$ cat src/rtl/enc_rr_arbiter.sv
// Round-robin scheduler for the shared 8-line encoder: one-hot grant plus index,
// held until done, withdrawal or hold-budget expiry, then one dead cycle.
module enc_rr_arbiter #(
  parameter int NREQ     = 8,
  parameter int IDXW     = 3,
  parameter int MAX_HOLD = 16
) (
  input  logic            CLK,
  input  logic            RST,
  input  logic [NREQ-1:0] req,
  input  logic            EN_done,
  output logic [NREQ-1:0] gnt,
  output logic [IDXW-1:0] gnt_idx,
  output logic            RDY_gnt,
  output logic            timeout
);
  localparam int HCW = $clog2(MAX_HOLD + 1);

  typedef enum logic [1:0] {IDLE, GRANT, RELEASE} state_t;

  state_t            state_q, state_d;
  logic [IDXW-1:0]   ptr_q, ptr_d;
  logic [HCW-1:0]    hold_cnt_q, hold_cnt_d;
  logic [NREQ-1:0]   gnt_q, gnt_d;
  logic [IDXW-1:0]   gnt_idx_q, gnt_idx_d;
  logic              rdy_q, rdy_d;
  logic              timeout_q, timeout_d;

  logic              found;
  logic [IDXW-1:0]   win_idx;
  logic [IDXW-1:0]   cand;
  logic              rel_done, rel_wd, rel_bud, release_now;

  // Rotating priority search; index arithmetic wraps naturally because NREQ == 2**IDXW.
  always_comb begin
    found   = 1'b0;
    win_idx = '0;
    cand    = '0;
    for (int i = 0; i < NREQ; i++) begin
      cand = ptr_q + IDXW'(i);
      if (!found && req[cand]) begin
        found   = 1'b1;
        win_idx = cand;
      end
    end
  end

  assign rel_done    = EN_done;
  assign rel_wd      = !req[gnt_idx_q];
  assign rel_bud     = (hold_cnt_q == HCW'(MAX_HOLD - 1));
  assign release_now = (state_q == GRANT) && (rel_done || rel_wd || rel_bud);

  always_ff @(posedge CLK or posedge RST) begin
    if (RST) begin
      state_q    <= IDLE;
      ptr_q      <= '0;
      hold_cnt_q <= '0;
      gnt_q      <= '0;
      gnt_idx_q  <= '0;
      rdy_q      <= 1'b0;
      timeout_q  <= 1'b0;
    end else begin
      state_q    <= state_d;
      ptr_q      <= ptr_d;
      hold_cnt_q <= hold_cnt_d;
      gnt_q      <= gnt_d;
      gnt_idx_q  <= gnt_idx_d;
      rdy_q      <= rdy_d;
      timeout_q  <= timeout_d;
    end
  end

  always_comb begin
    state_d = state_q;
    case (state_q)
      IDLE:    if (found) state_d = GRANT;
      GRANT:   if (release_now) state_d = RELEASE;
      RELEASE: state_d = IDLE;
      default: state_d = IDLE;
    endcase
  end

  always_comb begin
    ptr_d      = ptr_q;
    hold_cnt_d = hold_cnt_q;
    gnt_d      = gnt_q;
    gnt_idx_d  = gnt_idx_q;
    rdy_d      = rdy_q;
    timeout_d  = 1'b0;
    case (state_q)
      IDLE: begin
        if (found) begin
          gnt_d      = NREQ'(1) << win_idx;
          gnt_idx_d  = win_idx;
          rdy_d      = 1'b1;
          hold_cnt_d = '0;
        end
      end
      GRANT: begin
        if (release_now) begin
          gnt_d      = '0;
          gnt_idx_d  = '0;
          rdy_d      = 1'b0;
          hold_cnt_d = '0;
          ptr_d      = gnt_idx_q + IDXW'(1);
          // Only a pure budget expiry counts as a forced release.
          timeout_d  = rel_bud && !rel_done && !rel_wd;
        end else if (hold_cnt_q != HCW'(MAX_HOLD)) begin
          hold_cnt_d = hold_cnt_q + HCW'(1);
        end
      end
      default: ;
    endcase
  end

  assign gnt     = gnt_q;
  assign gnt_idx = gnt_idx_q;
  assign RDY_gnt = rdy_q;
  assign timeout = timeout_q;
endmodule
$ cat config.mk
export PLATFORM = sky130hd
export DESIGN_NAME = enc_rr_arbiter
export DESIGN_NICKNAME = d
export VERILOG_FILES = /design/src/rtl/enc_rr_arbiter.sv
export SDC_FILE = /design/constraint.sdc
export NUM_CORES = 1
export LEC_CHECK = 0
export CAP_MARGIN = 15
export CELL_PAD_IN_SITES_DETAIL_PLACEMENT = 1
export CELL_PAD_IN_SITES_GLOBAL_PLACEMENT = 2
export CORE_MARGIN = 2
export CORE_UTILIZATION = 40
export CTS_BUF_LIST = sky130_fd_sc_hd__clkbuf_8
export CTS_CLUSTER_SIZE = 28
export DETAILED_ROUTE_END_ITERATION = 16
export PLACE_DENSITY = 0.92
export REMOVE_ABC_BUFFERS = 1
export SYNTH_ARGS = -nofsm -noshare
export SYNTH_HDL_FRONTEND = slang
export SYNTH_SLANG_ARGS = --single-unit
export TNS_END_PERCENT = 1
$ cat constraint.sdc
create_clock -name CLK -period 4.92 [get_ports CLK]
set_input_delay 0.738 -clock CLK [delete_from_list [all_inputs] [get_ports CLK]]
set_output_delay 0.738 -clock CLK [all_outputs]
set_load 0.01 [all_outputs]
# Yosys cells after proc, flatten, opt, wreduce, memory -nomap -nowiden
# Cells that the tools add are included.
# word_totals
output_inout_bits	13
inputBits	11
regBits	23
elab_cells	111
# classes
addsub	9
shifts	1
reduce_logical	27
n_eq_ne	6
n_lt_le_gt_ge	9
mux	52
# op_table
op	n
$lt 3x4->1 const B	9
$mux 3	10
$bmux 1 s3	9
$mux 1	21
$mux 8	2
$pmux 8 s2	1
$mux 5	3
$add 3x3->3 const B	4
$logic_and 1x1->1	10
$pmux 5 s2	1
$logic_not 1->1	9
$shl 1x3->8 const A	1
$add 3x1->3 const B	2
$add 3x2->3 const B	2
$pmux 3 s2	1
$reduce_and 3->1	2
$add 5x1->5 const B	1
$eq 5x4->1 const B	1
$ne 5x5->1 const B	1
$mux 2	2
$ne 2x2->1 const B	2
$pmux 2 s2	1
$reduce_and 2->1	2
$ne 3x2->1 const B	1
5 further kinds	6

# Longest topological paths before layout
# depth
depth_word	27
depth_mapped	12
ltp_nobuf	9

# Worst setup path before layout
# OpenSTA, ideal clock, no wires.
# synth_path
kind	register to register
start	reg ptr_q[1]
end	reg gnt_q[0], in the netlist gnt[0]
setup_time_ns	0.110
arrival_time_ns	2.722
slack_ns	2.088
path_stages_with_launch	11
period_less_slack_ns	2.832
required_time_ns	4.810
path_buffers	2
cell_sequence	dfrtp_1 > buf_2 > inv_2 > ha_1 > buf_6 > mux4_2 > mux2_4 > o21ai_0 > a22oi_2 > a31o_4 > o41ai_1
# synth_via
elab_chain_cells	27
elab_cells_between_ends	58
classes_between	7 x add/sub; 1 x eq/ne; 1 x shift; 34 x mux; 15 x reduce/logical
# synth_lines
element	line_no	text
start, declared	22	logic [IDXW-1:0] ptr_q, ptr_d;
start signal, assigned	64	ptr_q <= ptr_d;
parallel branches: the longest is 27 deep, another holds $add 3x1->3	--	
end signal, assigned	66	gnt_q <= gnt_d;
end, declared	24	logic [NREQ-1:0] gnt_q, gnt_d;
# Several ways; the timed one is not identified. The select of a mux whose other input is x is not followed.
# A chain may end at the register's enable or synchronous reset.

# Worst setup path in the final report
# layout_path
start	reg ptr_q[1]
end	reg gnt_q[4], in the netlist gnt[4]
# The elaborated chain is that of the path after synthesis.

==> impl_summary.txt <==
----------------------------------------------------
[Die]
  Number of I/O pins ... 24
  Die X-Extent ... 75.1 µm
  Placeable core area ... between 0.004 and 0.005 mm²
  Initial core utilization ... 0.420
  Die Area ... 0.00565 mm²
  Die boundary height ... around 75 µm
  Number of cell rows ... 25

[Clock network]
  Hold buffers post-CTS ... 0
  Root Buffer ... clkbuf_8
  Number of instances resized during post-cts repair ... 0
  Total clock buffers created by CTS ... 3
  Clock Latency Late Sink ... 0.27 ns
  Maximum clock path buffer count ... 2
  Post-CTS setup buffer count ... 0
  Clock edge transition at the registers on the reported setup and hold paths ... 0.09 ns
  CTS sink cnt ... 23
  Max H-tree Level ... 1
  TritonCTS clock tree ... done

[Final layout]
  Most frequent standard cell in the layout excluding fill and tap cells ... nand2_1
  Synth-to-Final Area Change ... 14.6%
  Fraction of the core area covered by cells at the end of the flow ... 0.482
  Share of cells above drive strength 1 ... 0.160
  Net count of the finished layout ... 237
  Top library cells by usage in the layout, fill and taps aside ... nand2_1 (25), dfrtp_1 (23), clkdlybuf4s50_1 (23), mux4_2 (14), mux2i_1 (14)
  Ant diodes ... 0

[GRT]
  Via count of the first global-routing pass ... 1748
  Maximum number of pins on one net before global-route repair ... 24
  GRT Util Overall ... 0.199
  Global-route wire length before repair ... 8.60 mm
  Initial antenna violation count ... 0
  Remaining Overflow, GRT ... 0

[Timing]
  Portion of the clock cycle consumed by the worst path in the final layout ... 0.787
  Final min period ... 3.87 ns
  Unrepaired setup endpoints after global routing ... false
  Max Slew Vio Count ... 0
  Setup TNS ... 0 ns
  Final-report setup violation count ... 0
  Worst Tran Pin Value ... 0.896 ns
  Hold Fails Final Rpt ... 0
  Highest clock frequency the design can meet ... roughly 0.26 GHz
  Clock Skews ... 0.00386 ns
  Worst slew slack as a fraction of its limit ... 0.402

[Synthesis]
  Dominant combinational cell family by area after synthesis ... multiplexers
  Post-synthesis sequential element count ... 23
  Xor and xnor fraction of the mapped netlist area ... 0.0216
  Top area cells in the synthesized netlist ... dfrtp_1 (28%), mux4_2 (16%), mux2i_1 (6.9%)
  Number of distinct standard cells referenced by the synthesized netlist ... 50
  Synthesized area ... a little over 0.002 mm²
  Portion of the post-synthesis area used by sequential elements ... 0.284
  Adder-cell share of the synthesized area ... 0.0371
  Number of synthesis warnings ... 0
  Compound-gate portion of the synthesized area ... 0.195
  Multiplexer area fraction after synthesis ... 0.261
  Basic-gate share of the synthesized area counting and, or, nand and nor cells ... 0.140
  Fraction of post-synthesis cell area in the top cell type by area ... 0.284
  Yosys top cell by area ... dfrtp_1
  Gate count of the mapped netlist ... between 200 and 250
  Synthesized area divided by synthesized cell count ... 10.1 µm²

[Placement]
  Final HPWL from detailed placement ... 4.00 mm
  Placer's final routability congestion estimate ... around 0.89
  Number of input and output port buffers inserted ... 23

[Outcome]
  Status ... finished clean

[Flow run]
  Count of max-cap constraint violations ... 0

[Setup path]
  Required time of the worst setup path ... between 5 and 6 ns
  Slowest CP cell ... ha_1
  Kind of launch point of the worst setup path ... flip-flop
  Crit-path max cell delay ... slightly below 0.8 ns
  Worst Setup End Kind ... flip-flop
  Critical setup path kind ... flip-flop to flip-flop
  Arrival time at the worst endpoint ... between 4 and 5 ns
  CP Cell Sequence ... inv_2, ha_1, mux4_2, a21oi_1, a22o_2, nand2_2, o311ai_2, nand2_1, o41ai_1
  Worst-path fanout max ... 16

[Detailed routing]
  Drt via density ... 5.98
  Total number of vias ... 1709
  Post-DRT Antenna Nets ... 0
  Number of detailed-route iterations in the first pass ... 4
  Routed WL per cell ... about 18 µm
  Count of routing violations after the opening detailed-route iteration ... 41
  Number of remaining DRC errors ... 0
  Total wire length ... between 5 and 6 mm

[Min path]
  Type of the worst min-delay path ... flip-flop to flip-flop

[Pwr]
  Leak Pwr ... 0.926 nW
  IR Drop Worst-Case VDD ... ~0.37 mV
  Power Dens Cells ... 755 mW/mm²

----------------------------------------------------
cells by family (layout without fill, tap and decap cells):
kind of cell,Yosys count,after routing
AO/OA/AOI/OAI,53,53
XOR/XNOR,5,5
multiplexers,33,33
adder cells (fa/ha/maj),6,6
AND/OR/NAND/NOR,58,58
flip-flops,23,23
buffers and inverters,23,41
sequential cells by signal, summed over array words and instances, names as in the netlist:
signal / flops
state_q: 2
gnt_idx: 3
timeout: 1
RDY_gnt: 1
ptr_q: 3
gnt: 8
hold_cnt_q: 5
worst paths after layout:
path | start | endpoint | slack, ns | cells past startpoint
max | ptr_q[1] | gnt[4] | 1.05 | 9
min | RDY_gnt | RDY_gnt | 0.49 | 2
max reg2reg | ptr_q[1] | gnt[4] | 1.05 | 9
min reg2reg | RDY_gnt | RDY_gnt | 0.49 | 2
max in group asynchronous | RST | timeout | 3.42 | 2
min in group asynchronous | RST | gnt[0] | 0.96 | 2
per-layer routing:
layer  GRT usage  part of all wire  routed length, µm
met1       0.278              0.46               2370
met2       0.332              0.50               2600
met3      0.0361             0.033                170
met4      0.0292            0.0069                 36
met5           0                 0                  0
final cells by class:
class	instances	area [µm²]
inverters	13	48.8
clock inverters	1	7.51
fillers	563	2500
flip-flops and latches	23	576
clock buffers	3	41.3
well taps	67	83.8
repair buffers	24	238
multi-input cells	155	1330
report_power, final:
group | total [mW] | switching [mW] | internal [mW]
clock network | 0.122 | 0.0647 | 0.0574
logic | 1.31 | 0.748 | 0.567
registers | 0.316 | 0.0744 | 0.241
synth_stat cells (all sizes together):
| cell | number |
|---|---|
| dfrtp | 23 |
| mux4 | 14 |
| mux2i | 16 |
| nand2 | 26 |
| nor2b | 4 |
| or2 | 1 |
| a22o | 1 |
| a31o | 2 |
| o21ai | 9 |
| xnor2 | 2 |
| nor3b | 1 |
| o21a | 2 |
| o31a | 1 |
| mux2 | 3 |
| a21oi | 9 |
| nand4b | 2 |
| a32oi | 2 |
| nand3 | 7 |
| nor3 | 3 |
| buf | 9 |
| xor2 | 3 |
| o311ai | 3 |
| and2 | 1 |
| a32o | 1 |
| a22oi | 1 |
| o22ai | 5 |
| a31oi | 4 |
| a21o | 1 |
| nor2 | 7 |
| ha | 6 |
| inv | 13 |
| and3 | 3 |
| clkbuf | 1 |
| nand2b | 2 |
| nand4 | 1 |
| o22a | 1 |
| o41ai | 8 |
| o211ai | 3 |
worst max-delay path, delay by kind of cell (launching register included):
family,cells,cell delay [ns]
buffers and inverters,1,0.18
multiplexers,1,0.64
adder cells (fa/ha/maj),1,0.77
AND/OR/NAND/NOR,2,0.26
AO/OA/AOI/OAI,4,1.32
flip-flops,1,0.58
through the flow:
stage | setup WS [ns] | power [mW] | cells | area, µm² | hold slack [ns]
finish | 1.05 | 1.75 | 286 | 2320 | 0.491
global route | 0.759 | 1.89 | 286 | 2320 | 0.519
CTS | 1.06 | 1.75 | 286 | 2320 | 0.499
detailed placement | 1.10 | 1.62 | 282 | 2270 | 0.478
global placement | 1.16 | 1.61 | 282 | 2270 | 0.462
floorplan | 1.35 | 1.29 | 191 | 1950 | 0.500
(Power assumes the default switching activity.)
